`src/rtl/uart_byte_rx_if.sv`:
```
// rtl/uart_byte_rx_if.sv - serial line and received-byte stream of the UART byte receiver
//
// Purpose: bundles the asynchronous UART line with the strobed byte/error outputs.
// Signals:
//   rx_in            async UART line, idle high
//   data_out[7:0]    last good byte, held until the next valid_out
//   valid_out        one-cycle strobe, data_out holds a new byte
//   framing_err_out  one-cycle strobe, stop bit sampled low
//   parity_err_out   one-cycle strobe, parity mismatch
// Modports: master = receiver side, slave = line driver / byte consumer side.

interface uart_byte_rx_if;
    logic       rx_in;
    logic [7:0] data_out;
    logic       valid_out;
    logic       framing_err_out;
    logic       parity_err_out;

    modport master (
        input  rx_in,
        output data_out,
        output valid_out,
        output framing_err_out,
        output parity_err_out
    );

    modport slave (
        output rx_in,
        input  data_out,
        input  valid_out,
        input  framing_err_out,
        input  parity_err_out
    );
endinterface

```
`src/rtl/uart_byte_rx.sv`:
```
// rtl/uart_byte_rx.sv - UART 8N1/8E1 serial-to-byte receiver with one-cycle strobes
//
// Purpose: oversamples an asynchronous UART line (CPB = CLK_HZ/BAUD clocks per bit,
// CPB >= 4), samples each bit at its midpoint and emits received bytes as a
// one-cycle valid_out strobe with data_out held until the next good byte.
// Optional feature macro: UART_RX_PARITY_EN (8E1 frames, even parity checked).
// Ports:
//   clk_in   in  clock, all logic on posedge
//   rst_in   in  synchronous active-high reset
//   bus      uart_byte_rx_if.master: rx_in in; data_out, valid_out,
//            framing_err_out, parity_err_out out

module uart_byte_rx #(
    parameter int CLK_HZ = 74_250_000,
    parameter int BAUD   = 115_200
) (
    input  logic           clk_in,
    input  logic           rst_in,
    uart_byte_rx_if.master bus
);
    localparam int CPB = CLK_HZ / BAUD;
    localparam int CW  = $clog2(CPB) + 1;
    localparam logic [CW-1:0] BIT_LAST  = CW'(CPB - 1);
    localparam logic [CW-1:0] HALF_LAST = CW'(CPB / 2 - 1);
    localparam logic [CW-1:0] CYC_ONE   = CW'(1);

    typedef enum logic [2:0] {
        S_IDLE,
        S_START,
        S_DATA,
`ifdef UART_RX_PARITY_EN
        S_PARITY,
`endif
        S_STOP,
        S_BREAK
    } state_t;

    logic          rx_meta;
    logic          rx_s;
    state_t        state_q, state_n;
    logic [CW-1:0] cyc_q, cyc_n;
    logic [2:0]    bit_q, bit_n;
    logic [7:0]    shift_q, shift_n;
    logic [7:0]    data_q, data_n;
    logic          valid_q, valid_n;
    logic          ferr_q, ferr_n;
    logic          perr_q, perr_n;
`ifdef UART_RX_PARITY_EN
    logic          par_err_q, par_err_n;
`endif

    always_ff @(posedge clk_in) begin
        if (rst_in) begin
            // Sync flops reset to the idle level so reset never fakes a start edge.
            rx_meta   <= 1'b1;
            rx_s      <= 1'b1;
            state_q   <= S_IDLE;
            cyc_q     <= '0;
            bit_q     <= '0;
            shift_q   <= '0;
            data_q    <= '0;
            valid_q   <= 1'b0;
            ferr_q    <= 1'b0;
            perr_q    <= 1'b0;
`ifdef UART_RX_PARITY_EN
            par_err_q <= 1'b0;
`endif
        end else begin
            rx_meta   <= bus.rx_in;
            rx_s      <= rx_meta;
            state_q   <= state_n;
            cyc_q     <= cyc_n;
            bit_q     <= bit_n;
            shift_q   <= shift_n;
            data_q    <= data_n;
            valid_q   <= valid_n;
            ferr_q    <= ferr_n;
            perr_q    <= perr_n;
`ifdef UART_RX_PARITY_EN
            par_err_q <= par_err_n;
`endif
        end
    end

    always_comb begin
        state_n   = state_q;
        cyc_n     = cyc_q;
        bit_n     = bit_q;
        shift_n   = shift_q;
        data_n    = data_q;
        valid_n   = 1'b0;
        ferr_n    = 1'b0;
        perr_n    = 1'b0;
`ifdef UART_RX_PARITY_EN
        par_err_n = par_err_q;
`endif

        case (state_q)
            S_IDLE: begin
                if (!rx_s) begin
                    state_n   = S_START;
                    cyc_n     = '0;
                    bit_n     = '0;
`ifdef UART_RX_PARITY_EN
                    par_err_n = 1'b0;
`endif
                end
            end

            // Re-check the line at mid start bit; a short low pulse is a glitch.
            S_START: begin
                if (cyc_q == HALF_LAST) begin
                    cyc_n   = '0;
                    state_n = rx_s ? S_IDLE : S_DATA;
                end else begin
                    cyc_n = cyc_q + CYC_ONE;
                end
            end

            // From mid start bit, every CPB cycles lands on the next bit's midpoint.
            S_DATA: begin
                if (cyc_q == BIT_LAST) begin
                    cyc_n          = '0;
                    shift_n[bit_q] = rx_s;
                    if (bit_q == 3'd7) begin
`ifdef UART_RX_PARITY_EN
                        state_n = S_PARITY;
`else
                        state_n = S_STOP;
`endif
                    end else begin
                        bit_n = bit_q + 3'd1;
                    end
                end else begin
                    cyc_n = cyc_q + CYC_ONE;
                end
            end

`ifdef UART_RX_PARITY_EN
            // Even parity: data bits plus parity bit must XOR to zero.
            S_PARITY: begin
                if (cyc_q == BIT_LAST) begin
                    cyc_n     = '0;
                    par_err_n = ^{shift_q, rx_s};
                    state_n   = S_STOP;
                end else begin
                    cyc_n = cyc_q + CYC_ONE;
                end
            end
`endif

            // Leave at mid stop bit so a zero-gap following start edge is caught.
            S_STOP: begin
                if (cyc_q == BIT_LAST) begin
                    cyc_n = '0;
                    if (rx_s) begin
                        state_n = S_IDLE;
`ifdef UART_RX_PARITY_EN
                        if (par_err_q) begin
                            perr_n = 1'b1;
                        end else begin
                            data_n  = shift_q;
                            valid_n = 1'b1;
                        end
`else
                        data_n  = shift_q;
                        valid_n = 1'b1;
`endif
                    end else begin
                        ferr_n  = 1'b1;
                        state_n = S_BREAK;
                    end
                end else begin
                    cyc_n = cyc_q + CYC_ONE;
                end
            end

            // A low stop bit may be a break; wait for the line to idle high again.
            S_BREAK: begin
                if (rx_s) begin
                    state_n = S_IDLE;
                end
            end

            default: begin
                state_n = S_IDLE;
            end
        endcase
    end

    assign bus.data_out        = data_q;
    assign bus.valid_out       = valid_q;
    assign bus.framing_err_out = ferr_q;
    assign bus.parity_err_out  = perr_q;

endmodule
```
`src/flat_wrapper.sv`:
```
// flat-port wrapper written by rule: the top's interface ports become plain ports
module uart_byte_rx_flat 
#(
    parameter int CLK_HZ = 74_250_000,
    parameter int BAUD   = 115_200
)
  (clk_in, rst_in, bus_rx_in, bus_data_out, bus_valid_out, bus_framing_err_out, bus_parity_err_out);
  uart_byte_rx_if bus_i ();
  input  logic clk_in;
  input  logic rst_in;
  input wire logic [$bits(bus_i.rx_in)-1:0] bus_rx_in;
  output wire logic [$bits(bus_i.data_out)-1:0] bus_data_out;
  output wire logic [$bits(bus_i.valid_out)-1:0] bus_valid_out;
  output wire logic [$bits(bus_i.framing_err_out)-1:0] bus_framing_err_out;
  output wire logic [$bits(bus_i.parity_err_out)-1:0] bus_parity_err_out;
  assign bus_i.rx_in = bus_rx_in;
  assign bus_data_out = bus_i.data_out;
  assign bus_valid_out = bus_i.valid_out;
  assign bus_framing_err_out = bus_i.framing_err_out;
  assign bus_parity_err_out = bus_i.parity_err_out;
  uart_byte_rx #(.CLK_HZ(CLK_HZ), .BAUD(BAUD)) u_core (.clk_in(clk_in), .rst_in(rst_in), .bus(bus_i));
endmodule
```
`config.mk`:
```
export PLATFORM = sky130hd
export DESIGN_NAME = uart_byte_rx_flat
export DESIGN_NICKNAME = d
export VERILOG_FILES = /design/src/rtl/uart_byte_rx_if.sv /design/src/rtl/uart_byte_rx.sv /design/src/flat_wrapper.sv
export SDC_FILE = /design/constraint.sdc
export NUM_CORES = 1
export LEC_CHECK = 0
export ABC_AREA = 0
export CAP_MARGIN = 20
export CORE_MARGIN = 3
export CORE_UTILIZATION = 60
export DETAILED_ROUTE_END_ITERATION = 7
export GPL_ROUTABILITY_DRIVEN = 0
export HOLD_SLACK_MARGIN = 0.02
export MAX_ROUTING_LAYER = met4
export PLACE_DENSITY = 0.81
export SLEW_MARGIN = 25
export SYNTH_ARGS = -nofsm -noshare
export SYNTH_HDL_FRONTEND = slang
export SYNTH_SLANG_ARGS = --single-unit
```
`constraint.sdc`:
```
create_clock -name clk_in -period 4.15 [get_ports clk_in]
set_clock_uncertainty 0.1 [all_clocks]
set_input_delay 0.6225 -clock clk_in [delete_from_list [all_inputs] [get_ports clk_in]]
set_output_delay 0.6225 -clock clk_in [all_outputs]
set_load 0.03 [all_outputs]
```
; Word level (Yosys, flattened, before mapping)
; Cells that the tools add are included.
[totals]
regBits = 37
wordCells = 62
[classes]
addsub = 2
n_lt_le_gt_ge = 2
eq_ne = 14
muxes = 22
bitwise = 2
reduce_logical = 11
[ops]
columns = operator, count
row1 = 11-bit two-way mux, 3
row2 = 11-bit case mux with 3 select lines, 1
row3 = 3-bit two-way mux, 10
row4 = 3-bit case mux with 5 select lines, 1
row5 = 11-bit by 1-bit adder with 11-bit output (second input constant), 1
row6 = 11-bit by 10-bit == test with 1-bit output (second input constant), 1
row7 = 11-bit by 9-bit == test with 1-bit output (second input constant), 1
row8 = 2-bit by 1-bit inequality test with 1-bit output (second input constant), 5
row9 = 8-bit bitwise mux, 1
row10 = 3-bit by 2-bit == test with 1-bit output (second input constant), 2
row11 = 3-bit == test (second input constant), 2
row12 = 3-bit case mux with 2 select lines, 1
row13 = 6-bit AND reduction, 1
row14 = 3-bit by 4-bit < comparator with 1-bit output (second input constant), 1
row15 = 2-bit inequality test (second input constant), 2
row16 = 2-bit AND reduction, 2
row17 = 4-bit AND reduction, 1
row18 = 3-bit by 1-bit adder with 3-bit output (second input constant), 1
row19 = 1-bit demux with 3-bit select, 1
row20 = 3-bit by 1-bit == test with 1-bit output (second input constant), 1
row21 = 3-bit by 1-bit greater-or-equal comparator with 1-bit output (second input constant), 1
row22 = 3-bit logical NOT, 1
row23 = 1-bit two-way mux, 3
row24 = 3-bit AND reduction, 1
row25 = 7 further kinds, 8

; Logic depth before layout (Yosys ltp)
; Gate-level depths: netlist of run 1.
[depth]
depth_word = 5
depth_mapped = 8

; Worst setup path after synthesis of run 1
; Ideal clock, no wire load.
[synth_path]
path_kind = flip-flop to flip-flop
start = register u_core.cyc_q[2]
end = register u_core.cyc_q[9]
setup_time_ns = 0.122
arrival_time_ns = 1.928
required_time_ns = 3.928
path_slack_ns = 2.000
path_stages_with_launch = 6
synth_period_minus_slack_ns = 2.150
path_cell_list = dfxtp_1 > or4_4 > nor4_4 > o32ai_2 > buf_6 > a221o_1
[synth_between]
elab_chain_cells = 3
[synth_lines]
columns = element, line
row1 = start: declaration, uart_byte_rx.sv:41  ; logic [CW-1:0] cyc_q, cyc_n;
row2 = start signal: assignment, uart_byte_rx.sv:72  ; cyc_q <= cyc_n;
row3 = "11-bit by 1-bit adder with 11-bit output, or another cell as far along", "uart_byte_rx.sv:116, uart_byte_rx.sv:135, uart_byte_rx.sv:174"
row4 = 11-bit two-way mux (on tied branches), "uart_byte_rx.sv:122, uart_byte_rx.sv:154, uart_byte_rx.sv:112"
row5 = 11-bit case mux with 3 select lines (*), uart_byte_rx.sv:98  ; case (state_q)
; Mark *: on every way between the ends. The rest lies on a longest branch, timed or not.
; A chain may end at the register's enable or synchronous reset.

==> impl_metrics.yaml, run 1 <==
status:
  status: "completed"
routing:
  vias: 1455
  routed_wirelength_um: 3410
  drtIter0Drc: 75
  wl_per_cell_um: 14.2
  drc: 0
  drt_pre_antenna_iters: 4
  vias_per_cell: 6.06
  antenna_left: 0
clock_network:
  htreeDepth: 2
  cts_inserted_buffers: 5
  cts-root-buf: "clkbuf_4"
  ctsHoldBuffers: 0
  numClockSinks: 37
  cts_setup_buffers: 0
  cts_tree: "done"
  cts_resized: 0
  cts.path.max_buffers: 2
  cts.clk_slew.worst_paths_ns: 0.11
  clock_latency_ns: 0.34
synthesis:
  synth_cell_types: 43
  synthTopCellsByCount: "dfxtp_1, nor2_1, mux2i_1, a21oi_1, nand2_1"
  syn_nets: 208
  yosysTopAreaCell: "dfxtp_1"
  yosysTopAreaCellShare_pct: 41.7
  yosys.cell_count.top_type: "dfxtp_1"
  synthTopCellsByArea: "dfxtp_1, mux2i_1, nor2_1"
  async_flop_share_pct: 0
  synthFlopType: "dfxtp_1"
  syn_area_um2: 1770
  synth_seq_cells: 37
  synth_edf_count: 0
  synth_seq_area_share_pct: 41.7
  avgSynthCellArea_um2: 8.83
  synthCells: 201
  ys.warnings.count: 0
floorplan:
  die_y_um: 60.4
  rows: 19
  core_um2: 2780
  die_x_um: 60.4
  start_util_pct: 63.8
  ios: 14
  die_area_um2: 3650
setup_path:
  worstSetupStartpointType: "input pin"
  end_kind: "flop"
  worstSetupPathType: "in -> reg"
  critPathRequiredTime_ns: 4.32
  crit_arrival_ns: 2.67
  cp_max_fo: 21
sta:
  period_share_pct: 60.4
  period_minus_slack_ns: 2.51
  slew_headroom_pct: 44.4
  fmaxAchievable_ghz: 0.399
  fin_tns_setup_ns: 0
  report.final.slew_viol_count: 0
  worst_pin_slew_ns: 0.834
  rsz0062_at_grt: "no"
  hold_viol: 0
  setup_violations: 0
grt:
  grt_overflow_total: 0
  grt_pass1_wl_um: 5990
  grt_pass1_vias: 1369
  grt_start_max_net_pins: 22
  grt_antenna_before_repair: 0
  gr-usage-all-layers_pct: 22.7
cells_and_area:
  finalInstanceArea_um2: 1970
  diodes: 0
  layout-drive-gt1-share_pct: 8.13
  final_nets: 215
  area_growth_syn_to_layout_pct: 10.9
  fillers: 211
run:
  drv_cap: 0
placed_design:
  place_hpwl_um: 2370
  place_area_um2: 1880
  io_buffers: 12
pwr:
  power.leakage_nw: 0.798
  ir_drop_mv: 0.345
  power_density_nw_per_um2: 340
  totalPowerFinal_mw: 0.668
hold_path:
  min_path_type: "reg -> reg"
where the power goes:
group	switching [mW]	internal, mW	leakage [nW]
logic	0.0220	0.0153	0.454
registers	0.0118	0.362	0.299
clock network	0.114	0.144	0.0455
stage by stage:
stage               std cells  utilization, %  worst slack [ns]  hold WS (ns)
floorplan                 201               -              2.00         0.289
global placement          232            67.7              1.42         0.295
detailed placement        232            67.7              1.33         0.299
CTS                       240            70.7              1.67         0.321
global route              240            70.7              1.47         0.339
finish                    240            70.7              1.64         0.318
layer usage:
metal | track usage, % | up-vias | wire length (µm)
li1 | - | 733 | -
met1 | 30.0 | 682 | 1670
met2 | 32.1 | 33 | 1520
met3 | 7.02 | 7 | 145
met4 | 9.49 | 0 | 64
met5 | - | - | 0
final cells by class:
| type | instances | area, µm² | area share [%] |
|---|---|---|---|
| Clock buffer | 7 | 55.1 | 2.80 |
| Inverter | 5 | 18.8 | 0.954 |
| Clock inverter | 1 | 30.0 | 1.53 |
| Timing Repair Buffer | 14 | 135 | 6.87 |
| Multi-Input combinational cell | 145 | 948 | 48.2 |
| Tap cell | 31 | 38.8 | 1.97 |
| Sequential cell | 37 | 741 | 37.7 |
state kept, by name (all words and copies together) (netlist names):
| name | count |
|---|---|
| u_core.cyc_q | 11 |
| u_core.state_q | 3 |
| u_core.bit_q | 3 |
| u_core.rx_s | 1 |
| u_core.bus.valid_out | 1 |
| u_core.shift_q | 8 |
| u_core.bus.framing_err_out | 1 |
| u_core.bus.data_out | 8 |
| u_core.rx_meta | 1 |
path summary, 6_finish.rpt:
kind	endpoint	from	depth (start not counted)	slack, ns
max	u_core.cyc_q[10]	rst_in	6	1.64
min	u_core.rx_s	u_core.rx_meta	1	0.32
max reg2reg	u_core.bus.data_out[7]	u_core.cyc_q[2]	6	1.78
min reg2reg	u_core.rx_s	u_core.rx_meta	1	0.32
critical path, stage by stage:
cell             delay [ns]
clkdlybuf4s50_1        0.62
buf_4                  0.32
nand2b_1               0.17
o32ai_2                0.48
a41oi_1                0.25
a31oi_1                0.21
placed cells by master (no fill, tap or decap), types with 2 or more instances in the layout:
cell type | Yosys | final
dfxtp_1 | 37 | 37
nor2_1 | 29 | 29
mux2i_1 | 16 | 16
a21oi_1 | 13 | 13
clkdlybuf4s50_1 | 0 | 12
nand2_1 | 11 | 11
nand3_1 | 7 | 7
nand4b_1 | 6 | 6
nor3_1 | 6 | 6
inv_1 | 5 | 5
nand2b_1 | 5 | 5
nand4_1 | 5 | 5
a31oi_1 | 5 | 5
clkbuf_4 | 0 | 5
nor2b_1 | 4 | 4
o21ai_0 | 4 | 4
ha_1 | 4 | 4
xnor2_1 | 3 | 3
or2_2 | 3 | 3
or2_0 | 2 | 2
or3_1 | 2 | 2
a22o_1 | 2 | 2
buf_4 | 1 | 2
cells by family (layout without fill, tap and decap cells):
family	count (synthesis)	count (layout)	share of synthesized area, %
fa+ha+maj	4	4	2.82
flops	37	37	41.7
mux	16	16	9.03
other cells	1	1	0.211
simple gates	87	87	27.1
xor+xnor	3	3	1.48
compound gates	34	34	12.8
buf+inv	19	27	4.80
No activity file was read; power rests on OpenSTA's default activity.
==> inputs of run 2 (changes only) <==
- CORE_UTILIZATION: 60 -> 51
- PLACE_DENSITY: 0.81 -> 0.73
- clock period: 4.15 -> 2.25 ns (I/O delays scaled with it)
==> run 2 against run 1 <==
Net effect: sequential power is 84% higher; routed wire length increased by 6.4%; global-route usage down 2.6 points; flip-flop and latch count unchanged; power rose by 66%; count of clock-buffer cells in the layout decreased by 1; critical path depth rose by 2; highest routed layer unchanged; sequential share of layout area fell by 1.5 points; die area grew 16%; critical path type is now reg -> reg; combinational power up 130%.
==> impl_metrics.yaml, run 2 (synthesized netlist as in run 1, its figures left out) <==
sta:
  hold_viol: 0
  period_share_pct: 92.8
  fmaxAchievable_ghz: 0.479
  report.final.slew_viol_count: 0
  setup_violations: 0
  period_minus_slack_ns: 2.09
cells_and_area:
  fin_cells: 266
  final_nets: 228
  area_growth_syn_to_layout_pct: 15.7
  diodes: 0
  multi_input_area_um2: 948
  largest-register: "u_core.cyc_q"
  fillers: 277
  layout-drive-gt1-share_pct: 14.0
  final_cell_mix: "dfxtp_1, nor2_1, mux2i_1"
  final_common_cell: "dfxtp_1"
  seq_area_um2: 742
  largest_reg_flops: 11
  utilization_pct: 64.6
floorplan:
  rows: 20
  die_x_um: 65.0
  die_y_um: 65.0
  ios: 14
  core_um2: 3180
  start_util_pct: 55.8
  die_area_um2: 4220
routing:
  wl_per_cell_um: 13.6
  drt_pre_antenna_iters: 4
  vias_per_cell: 5.72
  vias: 1522
  drc: 0
  routed_wirelength_um: 3620
  antenna_left: 0
  drtIter0Drc: 107
setup_path:
  worst_path_max_delay_cell: "dfxtp_1"
  critPathRequiredTime_ns: 2.38
  end_kind: "flop"
  cpPeakStageDelay_ns: 0.40
  crit_chain: "ha_1 -> nand4b_1 -> nor4_4 -> buf_6 -> nand4_2 -> buf_4 -> mux2i_1 -> nor2_1"
  worstSetupStartpointType: "flop"
  worstSetupPathType: "reg -> reg"
  crit_arrival_ns: 2.22
  cp_max_fo: 11
pwr:
  ir_drop_mv: 0.505
  power_density_nw_per_um2: 539
  power.leakage_nw: 0.850
grt:
  grt_antenna_before_repair: 0
  grt_start_max_net_pins: 20
  gr-usage-all-layers_pct: 20.2
  grt_pass1_wl_um: 6530
  grt_pass1_vias: 1482
  grt_overflow_total: 0
clock_network:
  cts_inserted_buffers: 5
  htreeDepth: 2
  clock_latency_ns: 0.34
  cts_tree: "done"
  numClockSinks: 37
  cts-root-buf: "clkbuf_4"
  cts.path.max_buffers: 2
  cts.clk_slew.worst_paths_ns: 0.10
  ctsHoldBuffers: 0
run:
  drv_cap: 0
placed_design:
  place_hpwl_um: 2570
  io_buffers: 12
  place_inst: 256
status:
  status: "completed"
hold_path:
  min_path_type: "reg -> reg"
## run 2: cell types whose count changed in the layout (fill, tap and decap cells not counted)
cell,previous run,this run
buf_4,2,14
bufinv_16,1,0
dfxtp_2,0,1
clkinv_2,0,2
dfxtp_1,37,36
buf_6,0,1
clkbuf_8,1,0
## run 2: layout make-up
cell class	instances	share of cell area, %
well taps	44	2.68
flip-flops and latches	37	36.2
multi-input cells	145	46.2
repair buffers	27	11.5
inverters	5	0.915
clock inverters	2	0.488
clock buffers	6	2.01
## run 2: where the power goes
| group | switching, mW | internal (mW) |
|---|---|---|
| clock | 0.214 | 0.119 |
| sequential | 0.0180 | 0.669 |
| combinational | 0.0509 | 0.0354 |
| total | 0.283 | 0.824 |
## run 2: critical path: cells and delay by family, from the launching register on
family                   cells  cell delay [ns]
flip-flops                   1             0.40
AND/OR/NAND/NOR              4             0.69
multiplexers                 1             0.15
adder cells (fa/ha/maj)      1             0.24
buffers and inverters        2             0.39
## run 2: path summary, 6_finish.rpt
kind	startpoint	end	slack [ns]	depth (start not counted)
max reg2reg	u_core.cyc_q[1]	u_core.bus.data_out[3]	0.16	8
min reg2reg	u_core.rx_meta	u_core.rx_s	0.34	1
min	u_core.rx_meta	u_core.rx_s	0.34	1
max	u_core.cyc_q[1]	u_core.bus.data_out[3]	0.16	8
## run 2: per-layer routing
layer | track usage (%) | share of wire (%)
met2 | 29.1 | 44
met3 | 6.93 | 5.2
met1 | 26.2 | 50
met4 | 7.12 | 1.0
met5 | - | 0
## run 2: through the flow
| step | hold WS [ns] | instance area (µm²) | power (mW) | worst slack (ns) | setup TNS [ns] |
|---|---|---|---|---|---|
| finish | 0.338 | 2050 | 1.11 | 0.162 | 0 |
| global route | 0.352 | 2050 | 1.17 | -0.00181 | -0.00181 |
| CTS | 0.352 | 2030 | 1.11 | 0.0625 | 0 |
| detailed placement | 0.327 | 1980 | 0.784 | 0.0912 | 0 |
| global placement | 0.301 | 1980 | 0.780 | 0.169 | 0 |
| floorplan | 0.289 | 1770 | 0.756 | 0.100 | 0 |
## run 2: what timing repair did
action                     in CTS  in global routing
buffers inserted                0                  2
resized for setup               0                  2
setup endpoints to repair       0                 10
